### config.mk
export PLATFORM = sky130hd
export DESIGN_NAME = fifo_win_rdseq
export DESIGN_NICKNAME = d
export VERILOG_FILES = /design/src/rtl/fifo_win_pkg.sv /design/src/rtl/fifo_win_skidbuf.sv /design/src/rtl/fifo_win_rdseq.sv
export SDC_FILE = /design/constraint.sdc
export NUM_CORES = 1
export LEC_CHECK = 0
export BUFFER_PORTS_ARGS = -buffer_cell sky130_fd_sc_hd__buf_2
export CORE_MARGIN = 8
export CORE_UTILIZATION = 49
export DETAILED_ROUTE_END_ITERATION = 12
export GPL_TIMING_DRIVEN = 0
export MAX_ROUTING_LAYER = met4
export PLACE_DENSITY = 0.77
export SYNTH_ARGS = -nofsm -noshare
export SYNTH_HDL_FRONTEND = slang
export SYNTH_SLANG_ARGS = --single-unit
### constraint.sdc
create_clock -name i_clk -period 2.8 [get_ports i_clk]
set_clock_uncertainty 0.05 [all_clocks]
set_input_delay 0.14 -clock i_clk [delete_from_list [all_inputs] [get_ports i_clk]]
set_output_delay 0.14 -clock i_clk [all_outputs]
set_load 0.005 [all_outputs]
### src/rtl/fifo_win_pkg.sv
// Shared types for the line-buffer window read sequencer.
// Field widths below follow the sequencer's default parameters.
package fifo_win_pkg;

    localparam int KMAX  = 7;
    localparam int KW    = $clog2(KMAX + 1);
    localparam int TW    = $clog2(KMAX);
    localparam int PIXW  = 10;
    localparam int REPW  = 4;
    localparam int DATAW = 16 * 16;

    typedef enum logic [1:0] {
        IDLE,
        RUN,
        DRAIN
    } state_t;

    typedef struct packed {
        logic [DATAW-1:0] data;
        logic [TW-1:0]    tap;
        logic             lastpix;
    } ent_t;

    typedef struct packed {
        logic [KW-1:0]   k;
        logic [PIXW-1:0] pix;
        logic [REPW-1:0] rep;
    } cfg_t;

endpackage

### src/rtl/fifo_win_skidbuf.sv
// Two-entry rdy/ack buffer; the count is exposed so the
// sequencer can hold back reads it has no room to absorb.
module fifo_win_skidbuf #(
    parameter int W = 8
) (
    input  logic         clk,
    input  logic         rst,
    input  logic         push,
    input  logic [W-1:0] din,
    input  logic         pop,
    output logic         rdy,
    output logic [W-1:0] dout,
    output logic [1:0]   cnt
);

    logic [W-1:0] e0;
    logic [W-1:0] e1;
    logic         wp;
    logic         rp;
    logic         take;

    assign take = pop && (cnt != 2'd0);
    assign rdy  = (cnt != 2'd0);
    assign dout = rp ? e1 : e0;

    always_ff @(posedge clk) begin
        if (rst) begin
            e0  <= '0;
            e1  <= '0;
            wp  <= 1'b0;
            rp  <= 1'b0;
            cnt <= 2'd0;
        end else begin
            if (push) begin
                if (wp) e1 <= din;
                else    e0 <= din;
                wp <= ~wp;
            end
            if (take) rp <= ~rp;
            cnt <= cnt + {1'b0, push} - {1'b0, take};
        end
    end

endmodule

### src/rtl/fifo_win_rdseq.sv
// Sliding-window read sequencer for the line-buffer FIFO.
// Optional stall counter: define LPACCEL_WINSEQ_PERF_EN.
module fifo_win_rdseq
    import fifo_win_pkg::*;
#(
    parameter int Size   = 12,
    parameter int DWd    = 16,
    parameter int InsNum = 16,
    parameter int KMax   = KMAX,
    parameter int PixWd  = PIXW,
    parameter int RepWd  = REPW,
    parameter int OWd    = $clog2(Size + 1)
) (
    input  logic                      i_clk,
    input  logic                      i_rst,
    input  logic                      i_cfg_rdy,
    output logic                      o_cfg_ack,
    input  logic [$clog2(KMax+1)-1:0] i_cfg_k,
    input  logic [PixWd-1:0]          i_cfg_pix,
    input  logic [RepWd-1:0]          i_cfg_rep,
    input  logic                      i_fifo_wr,
    output logic                      o_fifo_full,
    output logic                      o_read,
    output logic                      o_pop,
    output logic                      o_lastpix,
    input  logic [InsNum*DWd-1:0]     i_rdata,
    input  logic                      i_rvalid,
    output logic                      o_dst_rdy,
    input  logic                      i_dst_ack,
    output logic [InsNum*DWd-1:0]     o_dst_data,
    output logic [$clog2(KMax)-1:0]   o_dst_tap,
    output logic                      o_dst_lastpix,
`ifdef LPACCEL_WINSEQ_PERF_EN
    output logic [31:0]               o_stall_cnt,
`endif
    output logic                      o_busy
);

    state_t           state;
    state_t           state_n;
    cfg_t             cfg;
    logic [OWd-1:0]   occ;
    logic [TW-1:0]    tap;
    logic [RepWd-1:0] rep;
    logic [PixWd-1:0] pix;
    logic [KW-1:0]    drn;

    logic             inflight;
    logic             discard;
    logic [TW-1:0]    tap_q;
    logic             last_q;

    logic             issue;
    logic             accept;
    logic             last_tap;
    logic             last_rep;
    logic             last_pix;
    logic             room;
    logic             credit_ok;
    logic             row_end;
    logic [1:0]       cnt;
    ent_t             ent_in;
    ent_t             ent_out;

    assign last_tap  = (tap == TW'(cfg.k - KW'(1)));
    assign last_rep  = (rep == cfg.rep - RepWd'(1));
    assign last_pix  = (pix == cfg.pix - PixWd'(1));
    assign room      = (occ >= OWd'(cfg.k));
    // Buffered entries plus the read still in flight must stay below two.
    assign credit_ok = (cnt == 2'd0) || ((cnt == 2'd1) && !inflight);
    assign row_end   = o_pop && last_pix && (state == RUN);

    always_comb begin
        state_n   = state;
        o_read    = 1'b0;
        o_pop     = 1'b0;
        o_lastpix = 1'b0;
        issue     = 1'b0;
        accept    = 1'b0;
        unique case (state)
            IDLE: begin
                if (i_cfg_rdy) begin
                    accept  = 1'b1;
                    state_n = RUN;
                end
            end
            RUN: begin
                issue     = room && credit_ok;
                o_read    = issue;
                o_lastpix = issue && last_tap;
                o_pop     = issue && last_tap && last_rep;
                if (o_pop && last_pix)
                    state_n = (cfg.k > KW'(1)) ? DRAIN : IDLE;
            end
            DRAIN: begin
                o_read    = 1'b1;
                o_pop     = 1'b1;
                o_lastpix = 1'b1;
                if (drn == KW'(1)) state_n = IDLE;
            end
            default: state_n = IDLE;
        endcase
    end

    always_ff @(posedge i_clk) begin
        if (i_rst) begin
            state    <= IDLE;
            cfg      <= '0;
            occ      <= '0;
            tap      <= '0;
            rep      <= '0;
            pix      <= '0;
            drn      <= '0;
            inflight <= 1'b0;
            discard  <= 1'b0;
            tap_q    <= '0;
            last_q   <= 1'b0;
        end else begin
            state    <= state_n;
            occ      <= occ + OWd'(i_fifo_wr) - OWd'(o_pop);
            inflight <= issue;
            discard  <= (state == DRAIN);
            tap_q    <= tap;
            last_q   <= row_end;
            if (accept) begin
                cfg <= '{k: i_cfg_k, pix: i_cfg_pix, rep: i_cfg_rep};
                tap <= '0;
                rep <= '0;
                pix <= '0;
            end
            if (issue) begin
                tap <= last_tap ? '0 : tap + TW'(1);
                if (last_tap) begin
                    if (last_rep) begin
                        rep <= '0;
                        pix <= pix + PixWd'(1);
                    end else begin
                        rep <= rep + RepWd'(1);
                    end
                end
            end
            if (row_end)
                drn <= cfg.k - KW'(1);
            else if (state == DRAIN)
                drn <= drn - KW'(1);
        end
    end

    always_ff @(posedge i_clk) begin
        if (!i_rst) assert (!(i_fifo_wr && o_fifo_full));
    end

    assign ent_in = '{data: i_rdata, tap: tap_q, lastpix: last_q};

    fifo_win_skidbuf #(
        .W($bits(ent_t))
    ) u_skid (
        .clk  (i_clk),
        .rst  (i_rst),
        .push (i_rvalid && !discard),
        .din  (ent_in),
        .pop  (i_dst_ack),
        .rdy  (o_dst_rdy),
        .dout (ent_out),
        .cnt  (cnt)
    );

    assign o_dst_data    = ent_out.data;
    assign o_dst_tap     = ent_out.tap;
    assign o_dst_lastpix = ent_out.lastpix;
    assign o_cfg_ack     = accept && !i_rst;
    assign o_fifo_full   = (occ == OWd'(Size));
    assign o_busy        = (state != IDLE);

`ifdef LPACCEL_WINSEQ_PERF_EN
    always_ff @(posedge i_clk) begin
        if (i_rst || accept)
            o_stall_cnt <= '0;
        else if ((state == RUN) && !issue && !(&o_stall_cnt))
            o_stall_cnt <= o_stall_cnt + 32'd1;
    end
`endif

endmodule

== Yosys cells after proc, flatten, opt, wreduce, memory -nomap -nowiden ==
Index checks and enable logic that the tools add are counted.

* Register bits: 573

* $add $sub $neg: 11
* $lt $le $gt $ge: 2
* Eq/ne operators: 11
* Muxes and demuxes: 25
* Bitwise logic cells: 2
* Reductions and logical operators: 23

{| class="wikitable"
|+ Operators with widths
! operator !! count
|-
| 260-bit two-way mux || 1
|-
| 10-bit two-way mux || 4
|-
| 4-bit two-way mux || 4
|-
| 3-bit two-way mux || 5
|-
| 10-bit by 1-bit adder with 10-bit output, second input constant || 1
|-
| 10-bit equality test || 1
|-
| 1-bit logical AND || 10
|-
| 10-bit by 1-bit subtractor with 10-bit output, second input constant || 1
|-
| 2-bit two-way mux || 4
|-
| 2-bit nonzero test || 4
|-
| 1-bit one-hot mux with 2 select lines || 3
|-
| 2-bit one-hot mux with 3 select lines || 1
|-
| 3-bit by 1-bit subtractor with 3-bit output, second input constant || 2
|-
| 4-bit by 1-bit adder with 4-bit output || 1
|-
| 4-bit by 1-bit adder with 4-bit output, second input constant || 1
|-
| 2-bit by 1-bit equality test with 1-bit output, second input constant || 2
|-
| 4-bit equality test || 1
|-
| 4-bit equality test, second input constant || 1
|-
| 4-bit by 3-bit greater-or-equal comparator with 1-bit output || 1
|-
| 2-bit zero test || 2
|-
| 2-bit inequality test, second input constant || 2
|-
| 2-bit AND reduction || 2
|-
| 4-bit by 1-bit subtractor with 4-bit output || 1
|-
| 4-bit by 1-bit subtractor with 4-bit output, second input constant || 1
|-
| 13 further kinds || 18
|}

== Logic depth before layout (Yosys ltp) ==
Gate-level depths: netlist of the first run.

* Depth after elaboration: 10
* Mapped depth: 14
* Depth with buffers taken out: 14

== Hierarchy ==
Synthesis of the first run repeated with hierarchy kept, for this count alone.

* Cell total of the unflattened synthesis: 2921
* Area, all modules: 24049.3 um^2

{| class="wikitable"
|+ By module, submodules not included
! module !! times used !! cells each !! area each (um^2)
|-
| fifo_win_skidbuf || 1 || 2565 || 21097.7
|-
| fifo_win_rdseq || 1 || 356 || 2951.6
|}

== Worst setup path before layout of the first run ==
OpenSTA, ideal clock, no wires.

* Path kind: reg2reg
* Start: register cfg[14] in the netlist's numbering
* End: register occ[3]
* Setup time: 0.128 ns
* Arrival: 2.747 ns
* Data required time: 2.622 ns
* Slack: -0.125 ns
* Cell stages (with the launch flop): 13
* Clock period less this slack: 2.925 ns
* Cells stage by stage: dfxtp_1 > ha_1 > nand2b_1 > a2111oi_1 > or2_2 > nor3_1 > o21ai_0 > nand2b_1 > ha_1 > a21o_1 > a21oi_1 > xnor2_1 > nor2_1

* Longest elaborated chain between the ends: 6
* Elaborated cells on any way between the ends: 8
* Classes of those cells: add/sub: 2; order compare: 1; eq/ne: 1; mux: 1; reduce/logical: 3

{| class="wikitable"
|+ Ends and longest elaborated chain
! what !! RTL line !! source
|-
| start, declared || fifo_win_rdseq.sv:41 || <nowiki>cfg_t cfg;</nowiki>
|-
| start signal, assigned || fifo_win_rdseq.sv:126 || <nowiki>cfg <= '{k: i_cfg_k, pix: i_cfg_pix, rep: i_cfg_rep};</nowiki>
|-
| 3-bit by 1-bit subtractor with 3-bit output / 4-bit by 3-bit greater-or-equal comparator with 1-bit output (equally long branches) || fifo_win_rdseq.sv:65, fifo_win_rdseq.sv:68 ||
|-
| 3-bit equality test / 1-bit logical AND (equally long branches) || fifo_win_rdseq.sv:65, fifo_win_rdseq.sv:88 ||
|-
| 1-bit logical AND (*) (2 in a row) || fifo_win_rdseq.sv:91 || <nowiki>o_pop = issue && last_tap && last_rep;</nowiki>
|-
| 1-bit one-hot mux with 2 select lines (*) || fifo_win_rdseq.sv:80 || <nowiki>unique case (state)</nowiki>
|-
| 4-bit by 1-bit subtractor with 4-bit output (*) || fifo_win_rdseq.sv:120 || <nowiki>occ <= occ + OWd'(i_fifo_wr) - OWd'(o_pop);</nowiki>
|-
| end signal, assigned || fifo_win_rdseq.sv:120 ||
|-
| end, declared || fifo_win_rdseq.sv:42 || <nowiki>logic [OWd-1:0] occ;</nowiki>
|}

Mark *: on every way between the ends. The rest lies on a longest branch, timed or not.
A chain may end at the register's enable or synchronous reset.

== Worst setup path in the final report of the first run ==
* Start: register cfg[16] in the netlist's numbering
* End: register occ[2]

Same word-level chain as after synthesis.

==> flow_summary.yaml, run 1 <==
run_status:
  outcome: "finished with violations"
  violations: "negative setup slack"
min_path:
  hold_start: "i_rvalid"
  hold_path_class: "primary input to flip-flop"
yosys:
  async_flop_share: 0
  synth.avg_cell_area_um2: 8.11
  yosysWarnings: 0
  synth_edf_count: 0
  yosysTopAreaCell: "dfxtp_1"
  synth_seq_area_share: 0.485
  synth.area.top_cells: "dfxtp_1 (49%), nand2_1 (17%), mux2_2 (12%), a21oi_1 (12%), clkbuf_1 (3.4%)"
  synth.net_count: 3217
  synth.distinct_cells: 53
  synth_flop_cell: "dfxtp_1"
  yosysTopAreaCellShare: 0.485
  ys_ff_latch: 573
  syn_inst: 2916
  netlist_area_um2: 23600
timing:
  finalSetupViolCount: 2
  timing.hold.ws_ns: 0.0230
  rsz0062_at_grt: "true"
  layout_setup_ws_ns: -0.0919
  hold_violations: 0
  drv_slew: 0
  slew_headroom: 0.356
  tns_ns: -0.106
  finalCriticalPeriod_ns: 2.89
  fmax_mhz: 346
  finalCritPeriodShare: 1.03
  tightest_slew_ns: 0.966
critical_path:
  path_class: "flip-flop to flip-flop"
  endpoint_kind: "flip-flop"
  worstPathArrival_ns: 3.32
  reg2reg_from: "cfg[16]"
  crit_fanout: 4
  worstPathCellList: "inv_2, ha_4, nor3_2, nand4bb_1, or2_4, nor3_4, o21ai_4, nand2b_4, nand2_4, ha_4, inv_2, fa_2, xor2_1, nor2_1"
  worstSetupStartpointType: "flip-flop"
  required_ns: 3.23
  cpMaxStageDelayCell: "fa_2"
  path_delay_family: "simple AND/OR/NAND/NOR gates"
  cp.depth: 14
  critPathLaunch: "cfg[16]"
  slowest_delay_ns: 0.38
  endpoint: "occ[2]"
  reg2reg_slack_ns: -0.09
  crit_buf_inv: 2
  r2r_end: "occ[2]"
  worst-r2r-cell-count: 14
clock_tree:
  clk_path_buf_depth: 3
  clk_pin_slew_worst_paths_ns: 0.06
  cts_sinks: 573
  clk_latency_ns: 0.62
  cts_made_buffers: 58
  cts_root_buf: "clkbuf_16"
  htree_levels: 2
  cts_tree: "built"
grt:
  track_usage: 0.320
  grt_max_degree: 16
  grt_pass1_vias: 24496
  grt_pass1_wl_mm: 139
  gr-total-overflow: 0
  antenna_found_initial: 18
route:
  drc_errors: 0
  post_drt_wl_per_cell_um: 20.5
  firstDrtPassIters: 6
  drt-total-wl_mm: 91.9
  num_vias: 24838
  drt_iter0_markers: 2178
  routed_via_density: 5.54
  ant_nets: 0
placement:
  dpl-instance-area_um2: 27100
  dp.cells: 4075
  place.gp.congestion: 0.903
  hpwl_mm: 60.4
  dp_slack_ns: -0.444
  port_buffers: 544
die:
  core_um2: 47600
  start_util: 0.496
  rows: 80
  die_area_um2: 55500
  die_x_um: 236
  die_h_um: 236
  io-pin-count: 546
final_layout:
  design_area_um2: 32300
  nets: 4102
  utilization: 0.677
  areaGrowthSynthToFinish_pct: 36.5
  stdcell_count: 4486
  drive_above_1_share: 0.256
power_and_ir_drop:
  p_total_mw: 21.7
  ir_drop_v: 0.000536
  leakagePower_nw: 13.6
  p_per_area_nw_per_um2: 672
job:
  cap_viol_max_count: 0
[placed cells by master, fill, tap and decap left out, drive strengths merged, types with 3 or more instances in the layout]
| master | instances |
|---|---|
| nand2 | 1087 |
| dfxtp | 573 |
| a21oi | 559 |
| buf | 554 |
| clkbuf | 292 |
| dlygate4sd3 | 276 |
| mux2 | 261 |
| nor2 | 37 |
| inv | 25 |
| diode | 21 |
| ha | 21 |
| clkinv | 17 |
| o21ai | 16 |
| xor2 | 15 |
| xnor2 | 14 |
| nand3 | 9 |
| nor3 | 9 |
| and3 | 8 |
| nor2b | 7 |
| bufinv | 7 |
| nand3b | 6 |
| nand2b | 5 |
| and2 | 4 |
| or3 | 4 |
| mux2i | 3 |
| a311oi | 3 |
| or2 | 3 |
[routing by layer]
| layer | wire length (um) | GRT usage | up-vias |
|---|---|---|---|
| met2 | 43000 | 0.515 | 1378 |
| met4 | 5650 | 0.166 | 0 |
| met1 | 34700 | 0.369 | 11617 |
| met3 | 8470 | 0.0779 | 401 |
| met5 | 0 | - | - |
| li1 | - | - | 11442 |
[how the worst min path moves through the flow]
stage               slack (ns)  cells past startpoint        endpoint
floorplan                 0.23                      2  u_skid.e0[100]
global placement          0.34                      3         cfg[10]
detailed placement        0.34                      3          cfg[1]
CTS                      0.002                      5       u_skid.wp
global route              0.06                      5       u_skid.wp
finish                    0.02                      5       u_skid.wp
[synthesized netlist by cell type (3+ instances only)]
master    count
a21oi_1     559
a311oi_1      3
and2_1        4
and3_1        7
clkbuf_1    216
dfxtp_1     573
ha_1         21
inv_1        22
mux2_2      260
mux2i_1       3
nand2_1    1087
nand2b_1      5
nand3_1       9
nand3b_1      6
nor2_1       36
nor2b_1       7
nor3_1        8
o21ai_0      15
or2_2         3
or3_1         4
xnor2_1      14
xor2_1       15
[where the power goes]
group | internal, mW | leakage (nW) | switching [mW]
logic | 2.02 | 7.89 | 2.56
registers | 8.58 | 4.68 | 0.281
clock network | 4.82 | 1.00 | 3.42
total | 15.4 | 13.6 | 6.26
[cells by family after synthesis]
group                      after synthesis  share of synthesized area
xor gates and xnor gates                30                     0.0117
and+or+nand+nor                       1189                      0.196
muxes                                  264                      0.126
adders and majority gates               22                     0.0120
AOI/OAI and AO/OA                      599                      0.131
buffers and inverters                  239                     0.0383
DFF                                    573                      0.485
[area by class of cell]
| class | instances | area, um^2 |
|---|---|---|
| Buffer | 213 | 850 |
| Clock inverter | 29 | 352 |
| Fill cell | 3617 | 15400 |
| Tap cell | 615 | 769 |
| Antenna cell | 21 | 52.6 |
| Multi-Input combinational cell | 2104 | 11500 |
| Timing Repair Buffer | 829 | 5560 |
| Inverter | 22 | 85.1 |
| Sequential cell | 573 | 11500 |
| Clock buffer | 80 | 1670 |
[tightest hold or removal path: stages]
cell and delay, ns:
buf_2 0.08, nand2b_1 0.04, clkbuf_1 0.21, nand2_1 0.12, a21oi_1 0.05
[state kept, by name (all words and copies together) (netlist names)]
register,flops
tap_q,3
u_skid.rp,1
last_q,1
u_skid.cnt,2
cfg,17
tap,3
pix,10
drn,3
rep,4
state,2
u_skid.e0,260
u_skid.wp,1
discard,1
inflight,1
u_skid.e1,260
occ,4
[what timing repair did]
action	4_1_cts	5_1_grt
setup endpoints to repair	649	299
cloned	0	0
pin swaps	4	15
buffers inserted	5	4
resized for setup	40	42
endpoints found under the hold margin	532	0
hold buffers	276	0
(Power assumes the default switching activity.)
==> run 2, diff against run 1 <==
--- a/config.mk
+++ b/config.mk
@@ -11,7 +11,7 @@
 export DETAILED_ROUTE_END_ITERATION = 12
 export GPL_TIMING_DRIVEN = 0
 export MAX_ROUTING_LAYER = met4
-export PLACE_DENSITY = 0.77
+export PLACE_DENSITY_LB_ADDON = 0.05
 export SYNTH_ARGS = -nofsm -noshare
 export SYNTH_HDL_FRONTEND = slang
 export SYNTH_SLANG_ARGS = --single-unit
==> flow_summary.yaml, run 2 (synthesis gave the netlist of run 1 again) <==
final_layout:
  final_cell_mix: "nand2_1 (1,086), dfxtp_1 (568), a21oi_1 (558)"
  nets: 4108
  stdcell_count: 4492
  areaGrowthSynthToFinish_pct: 36.6
  drive_above_1_share: 0.255
  largestRegisters: "u_skid.e0 x260, u_skid.e1 x260, cfg x17"
  layout_commonest_cell: "nand2_1"
grt:
  antenna_found_initial: 16
  gr-total-overflow: 0
  track_usage: 0.306
  grt_max_degree: 16
  grt_pass1_vias: 24008
  grt_pass1_wl_mm: 134
route:
  post_drt_wl_per_cell_um: 19.5
  drt-total-wl_mm: 87.4
  firstDrtPassIters: 5
  num_vias: 23947
  drc_errors: 0
  drt_iter0_markers: 1548
  ant_nets: 0
  routed_via_density: 5.33
critical_path:
  cpMaxStageDelayCell: "dfxtp_2"
  worstPathArrival_ns: 2.55
  worstPathCellList: "clkbuf_2, clkbuf_2, mux2_2, buf_2"
  endpoint_kind: "primary output"
  crit_fanout: 10
  worstSetupStartpointType: "flip-flop"
  required_ns: 2.61
  crit_path_frequent_cell: "clkbuf_2"
  slowest_delay_ns: 0.55
  path_class: "flip-flop to primary output"
die:
  rows: 80
  die_h_um: 236
  die_area_um2: 55500
  io-pin-count: 546
  core_um2: 47600
  start_util: 0.496
  die_x_um: 236
timing:
  hold_violations: 0
  layout_setup_ws_ns: 0.0609
  tightest_slew_ns: 1.05
  drv_slew: 0
  finalCriticalPeriod_ns: 2.74
  fmax_mhz: 365
  finalCritPeriodShare: 0.978
  finalSetupViolCount: 0
  slew_headroom: 0.301
  timing.hold.ws_ns: 0.0911
power_and_ir_drop:
  p_per_area_nw_per_um2: 666
  ir_drop_v: 0.000482
  leakagePower_nw: 13.6
clock_tree:
  cts_root_buf: "clkbuf_16"
  cts_made_buffers: 59
  clk_path_buf_depth: 3
  clk_latency_ns: 0.62
  cts_sinks: 573
  htree_levels: 2
  clk_pin_slew_worst_paths_ns: 0.06
  cts_tree: "built"
placement:
  port_buffers: 544
  hpwl_mm: 62.6
  place.gp.congestion: 0.897
  dp_slack_ns: -0.421
  dp.cells: 4075
min_path:
  hold_path_class: "primary input to flip-flop"
run_status:
  outcome: "finished clean"
job:
  cap_viol_max_count: 0
## run 2: metrics by stage
| stage | total power, mW | TNS, ns | util | cell area (um^2) |
|---|---|---|---|---|
| floorplan | 11.3 | 0 | - | 23700 |
| global placement | 12.9 | -40.52 | 0.570 | 27100 |
| finish | 21.5 | 0 | 0.678 | 32300 |
| detailed placement | 13.0 | -43.09 | 0.570 | 27100 |
| global route | 22.3 | -0.0530 | 0.678 | 32300 |
| CTS | 21.5 | 0 | 0.673 | 32100 |
## run 2: cell type report
type                       count  area, um^2
fill                        3909       15400
sequential                   573       11500
multi-input combinational   2104       11500
timing repair buffer         832        5580
clock buffer                  90        1740
buffer                       215         851
tap                          615         769
clock inverter                22         278
inverter                      22        85.1
antenna                       19        47.5
## run 2: path summary, 6_finish.rpt
kind	from	to	slack, ns	cells past startpoint
min reg2reg	u_skid.e0[176]	u_skid.e0[176]	0.40	2
max	u_skid.rp	o_dst_data[124]	0.06	4
min	i_rst	state[1]	0.09	3
max reg2reg	cfg[4]	state[1]	0.07	9
## run 2: metal layers
layer | routed length (um) | track usage | part of all wire | vias to the layer above
met3 | 6330 | 0.0662 | 0.072 | 211
li1 | - | - | - | 11410
met1 | 35400 | 0.364 | 0.40 | 11427
met2 | 41500 | 0.495 | 0.48 | 899
met5 | 0 | - | 0 | -
met4 | 4170 | 0.139 | 0.048 | 0
## run 2: power by group
| group | switching, mW | internal (mW) | leakage (nW) |
|---|---|---|---|
| clock network | 3.33 | 4.84 | 1.00 |
| registers | 0.266 | 8.58 | 4.68 |
| logic | 2.47 | 2.02 | 7.90 |
## run 2: worst max-delay path, delay by kind of cell (launching register included)
family,cells,cell delay (ns)
buffers and inverters,3,0.95
multiplexers,1,0.42
flip-flops,1,0.55
## run 2: timing repair
item | CTS | global route
pin swaps | 6 | 12
setup buffers | 5 | 6
resized for setup | 40 | 34
endpoints found under the hold margin | 533 | 0
hold buffers | 277 | 0
setup endpoints to repair | 554 | 193
==> run 3, diff against run 2 <==
--- a/config.mk
+++ b/config.mk
@@ -5,6 +5,7 @@
 export SDC_FILE = /design/constraint.sdc
 export NUM_CORES = 1
 export LEC_CHECK = 0
+export ABC_AREA = 1
 export BUFFER_PORTS_ARGS = -buffer_cell sky130_fd_sc_hd__buf_2
 export CORE_MARGIN = 8
 export CORE_UTILIZATION = 49
==> flow_summary.yaml, run 3 <==
yosys:
  synth.avg_cell_area_um2: 7.18
  syn_inst: 3266
  yosysTopAreaCellShare: 0.489
  synthTopCellsByCount: "o21ai_0 (807), nor2_1 (581), dfxtp_1 (573)"
  synth_flop_cell: "dfxtp_1"
  synth_seq_area_share: 0.489
  yosysWarnings: 0
  synth.distinct_cells: 36
  synth.net_count: 3567
  synth_edf_count: 0
  async_flop_share: 0
  synth_most_common_cell: "o21ai_0"
  synth.area.top_cells: "dfxtp_1 (49%), o21ai_0 (17%), nor2_1 (9.3%), a21oi_1 (6.3%), nand2_1 (5.6%)"
  ys_ff_latch: 573
  yosysTopAreaCell: "dfxtp_1"
  netlist_area_um2: 23500
timing:
  drv_slew: 0
  tightest_slew_ns: 1.06
  hold_violations: 0
  finalSetupViolCount: 0
  timing.hold.ws_ns: 0.255
  rsz0062_at_grt: "true"
  finalCriticalPeriod_ns: 2.73
  finalCritPeriodShare: 0.976
  layout_setup_ws_ns: 0.0666
  fmax_mhz: 366
  slew_headroom: 0.293
critical_path:
  path_class: "flip-flop to primary output"
  critPathLaunch: "u_skid.rp"
  crit_fanout: 10
  cp.depth: 8
  cpMaxStageDelayCell: "dfxtp_1"
  worst-r2r-cell-count: 18
  worstPathArrival_ns: 2.54
  reg2reg_slack_ns: 0.15
  required_ns: 2.61
  endpoint: "o_dst_data[69]"
  crit_buf_inv: 6
  r2r_end: "occ[1]"
  reg2reg_from: "cfg[16]"
  worstSetupStartpointType: "flip-flop"
  slowest_delay_ns: 0.31
  worstPathCellList: "buf_4, buf_6, buf_6, buf_4, clkbuf_4, nand2_1, o21ai_0, buf_2"
  path_delay_family: "buffers and inverters"
  endpoint_kind: "primary output"
route:
  routed_via_density: 5.19
  ant_nets: 0
  post_drt_wl_per_cell_um: 18.2
  num_vias: 25131
  drt-total-wl_mm: 88.2
  drt_iter0_markers: 1928
  firstDrtPassIters: 5
  drc_errors: 0
placement:
  place.gp.congestion: 0.885
  dp_slack_ns: -0.648
  port_buffers: 545
  dpl-instance-area_um2: 27000
  hpwl_mm: 62.9
final_layout:
  nFillCells: 4293
  final_cell_mix: "o21ai_0 (807), nor2_1 (579), dfxtp_1 (568)"
  areaGrowthSynthToFinish_pct: 36.0
  drive_above_1_share: 0.171
  layout_commonest_cell: "o21ai_0"
  nets: 4461
  largestRegisters: "u_skid.e0 x260, u_skid.e1 x260, cfg x17"
  design_area_um2: 31900
grt:
  grt_pass1_wl_mm: 136
  gr-total-overflow: 0
  antenna_found_initial: 18
  grt_max_degree: 15
  track_usage: 0.312
  grt_pass1_vias: 24149
die:
  io-pin-count: 546
  rows: 80
  die_h_um: 235
  die_area_um2: 55100
  die_x_um: 235
  start_util: 0.493
  core_um2: 47500
clock_tree:
  clk_pin_slew_worst_paths_ns: 0.06
  clk_latency_ns: 0.62
  clk_path_buf_depth: 3
  cts_made_buffers: 59
  cts_tree: "built"
  cts_sinks: 573
  cts_root_buf: "clkbuf_16"
  htree_levels: 2
job:
  cap_viol_max_count: 0
power_and_ir_drop:
  ir_drop_v: 0.000671
  leakagePower_nw: 14.2
  p_per_area_nw_per_um2: 769
min_path:
  hold_path_class: "primary input to flip-flop"
run_status:
  outcome: "finished clean"
## run 3: cell count changes after synthesis, moves of 10 or more
cell     delta
a21oi_1   -264
buf_2      +12
inv_1     +286
inv_2      +14
mux2_2    -260
nand2_1   -735
nand3_1    +13
nor2_1    +545
o21ai_0   +792
xnor2_1    -10
## run 3: area by class of cell
class / instances / area (um^2) / share of cell area
diodes: 20 / 50.0 / 0.00157
plain buffers: 236 / 968 / 0.0304
clock buffers: 85 / 1660 / 0.0522
clock inverters: 20 / 234 / 0.00734
inverters: 323 / 1220 / 0.0382
multi-input cells: 2134 / 9930 / 0.311
flip-flops and latches: 573 / 11500 / 0.360
well taps: 615 / 769 / 0.0241
repair buffers: 833 / 5590 / 0.175
## run 3: logic make-up (layout without fill, tap and decap cells)
group / after synthesis / in the layout / share of synthesized area
compound gates: 1118 / 1118 / 0.240
fa+ha+maj: 22 / 22 / 0.0121
simple gates: 979 / 979 / 0.163
buf+inv: 559 / 1497 / 0.0901
xor+xnor: 15 / 15 / 0.00560
flops: 573 / 573 / 0.489
other cells: 0 / 20 / 0
## run 3: worst min-delay path by stage
stage / end / slack (ns) / from / cells past startpoint
after floorplan: tap_q[1] / 0.17 / i_rst / 1
after global placement: u_skid.e1[175] / 0.33 / i_rdata[171] / 3
after detailed placement: u_skid.e1[87] / 0.33 / i_rdata[83] / 3
after CTS: u_skid.e1[198] / 0.21 / i_rdata[194] / 4
after global routing: u_skid.e1[133] / 0.25 / i_rdata[129] / 4
final: u_skid.e1[99] / 0.26 / i_rdata[95] / 4
## run 3: worst min-delay path, cell delays in order
cell	delay [ns]
dlygate4sd3_1	0.52
buf_2	0.11
nor2_1	0.04
nor2_1	0.08
## run 3: through the flow
stage | instances | setup TNS (ns) | power [mW] | util
floorplan | 3266 | 0 | 13.3 | -
global placement | 4426 | -32.46 | 16.1 | 0.567
detailed placement | 4426 | -27.43 | 16.2 | 0.567
CTS | 4811 | 0 | 24.4 | 0.667
global route | 4837 | -0.125 | 25.8 | 0.671
finish | 4839 | 0 | 24.5 | 0.671
## run 3: routing by layer
metal | global-route usage | vias up | part of all wire
met1 | 0.384 | 11737 | 0.42
met4 | 0.114 | 0 | 0.034
met5 | - | - | 0
met2 | 0.500 | 863 | 0.47
li1 | - | 12371 | -
met3 | 0.0709 | 160 | 0.076
## run 3: timing repair
item                                    in CTS  in global routing
gates cloned                                 0                  0
hold buffers                               278                  0
gates resized for setup                     31                 27
buffers inserted                             2                  8
pin swaps                                    3                 11
endpoints found under the setup margin     264                 19
endpoints found under the hold margin      540                  0
## run 3: where the power goes
| group | internal, mW | total (mW) | switching, mW |
|---|---|---|---|
| registers | 9.22 | 9.65 | 0.428 |
| logic | 2.44 | 6.99 | 4.55 |
| clock network | 4.56 | 7.89 | 3.32 |
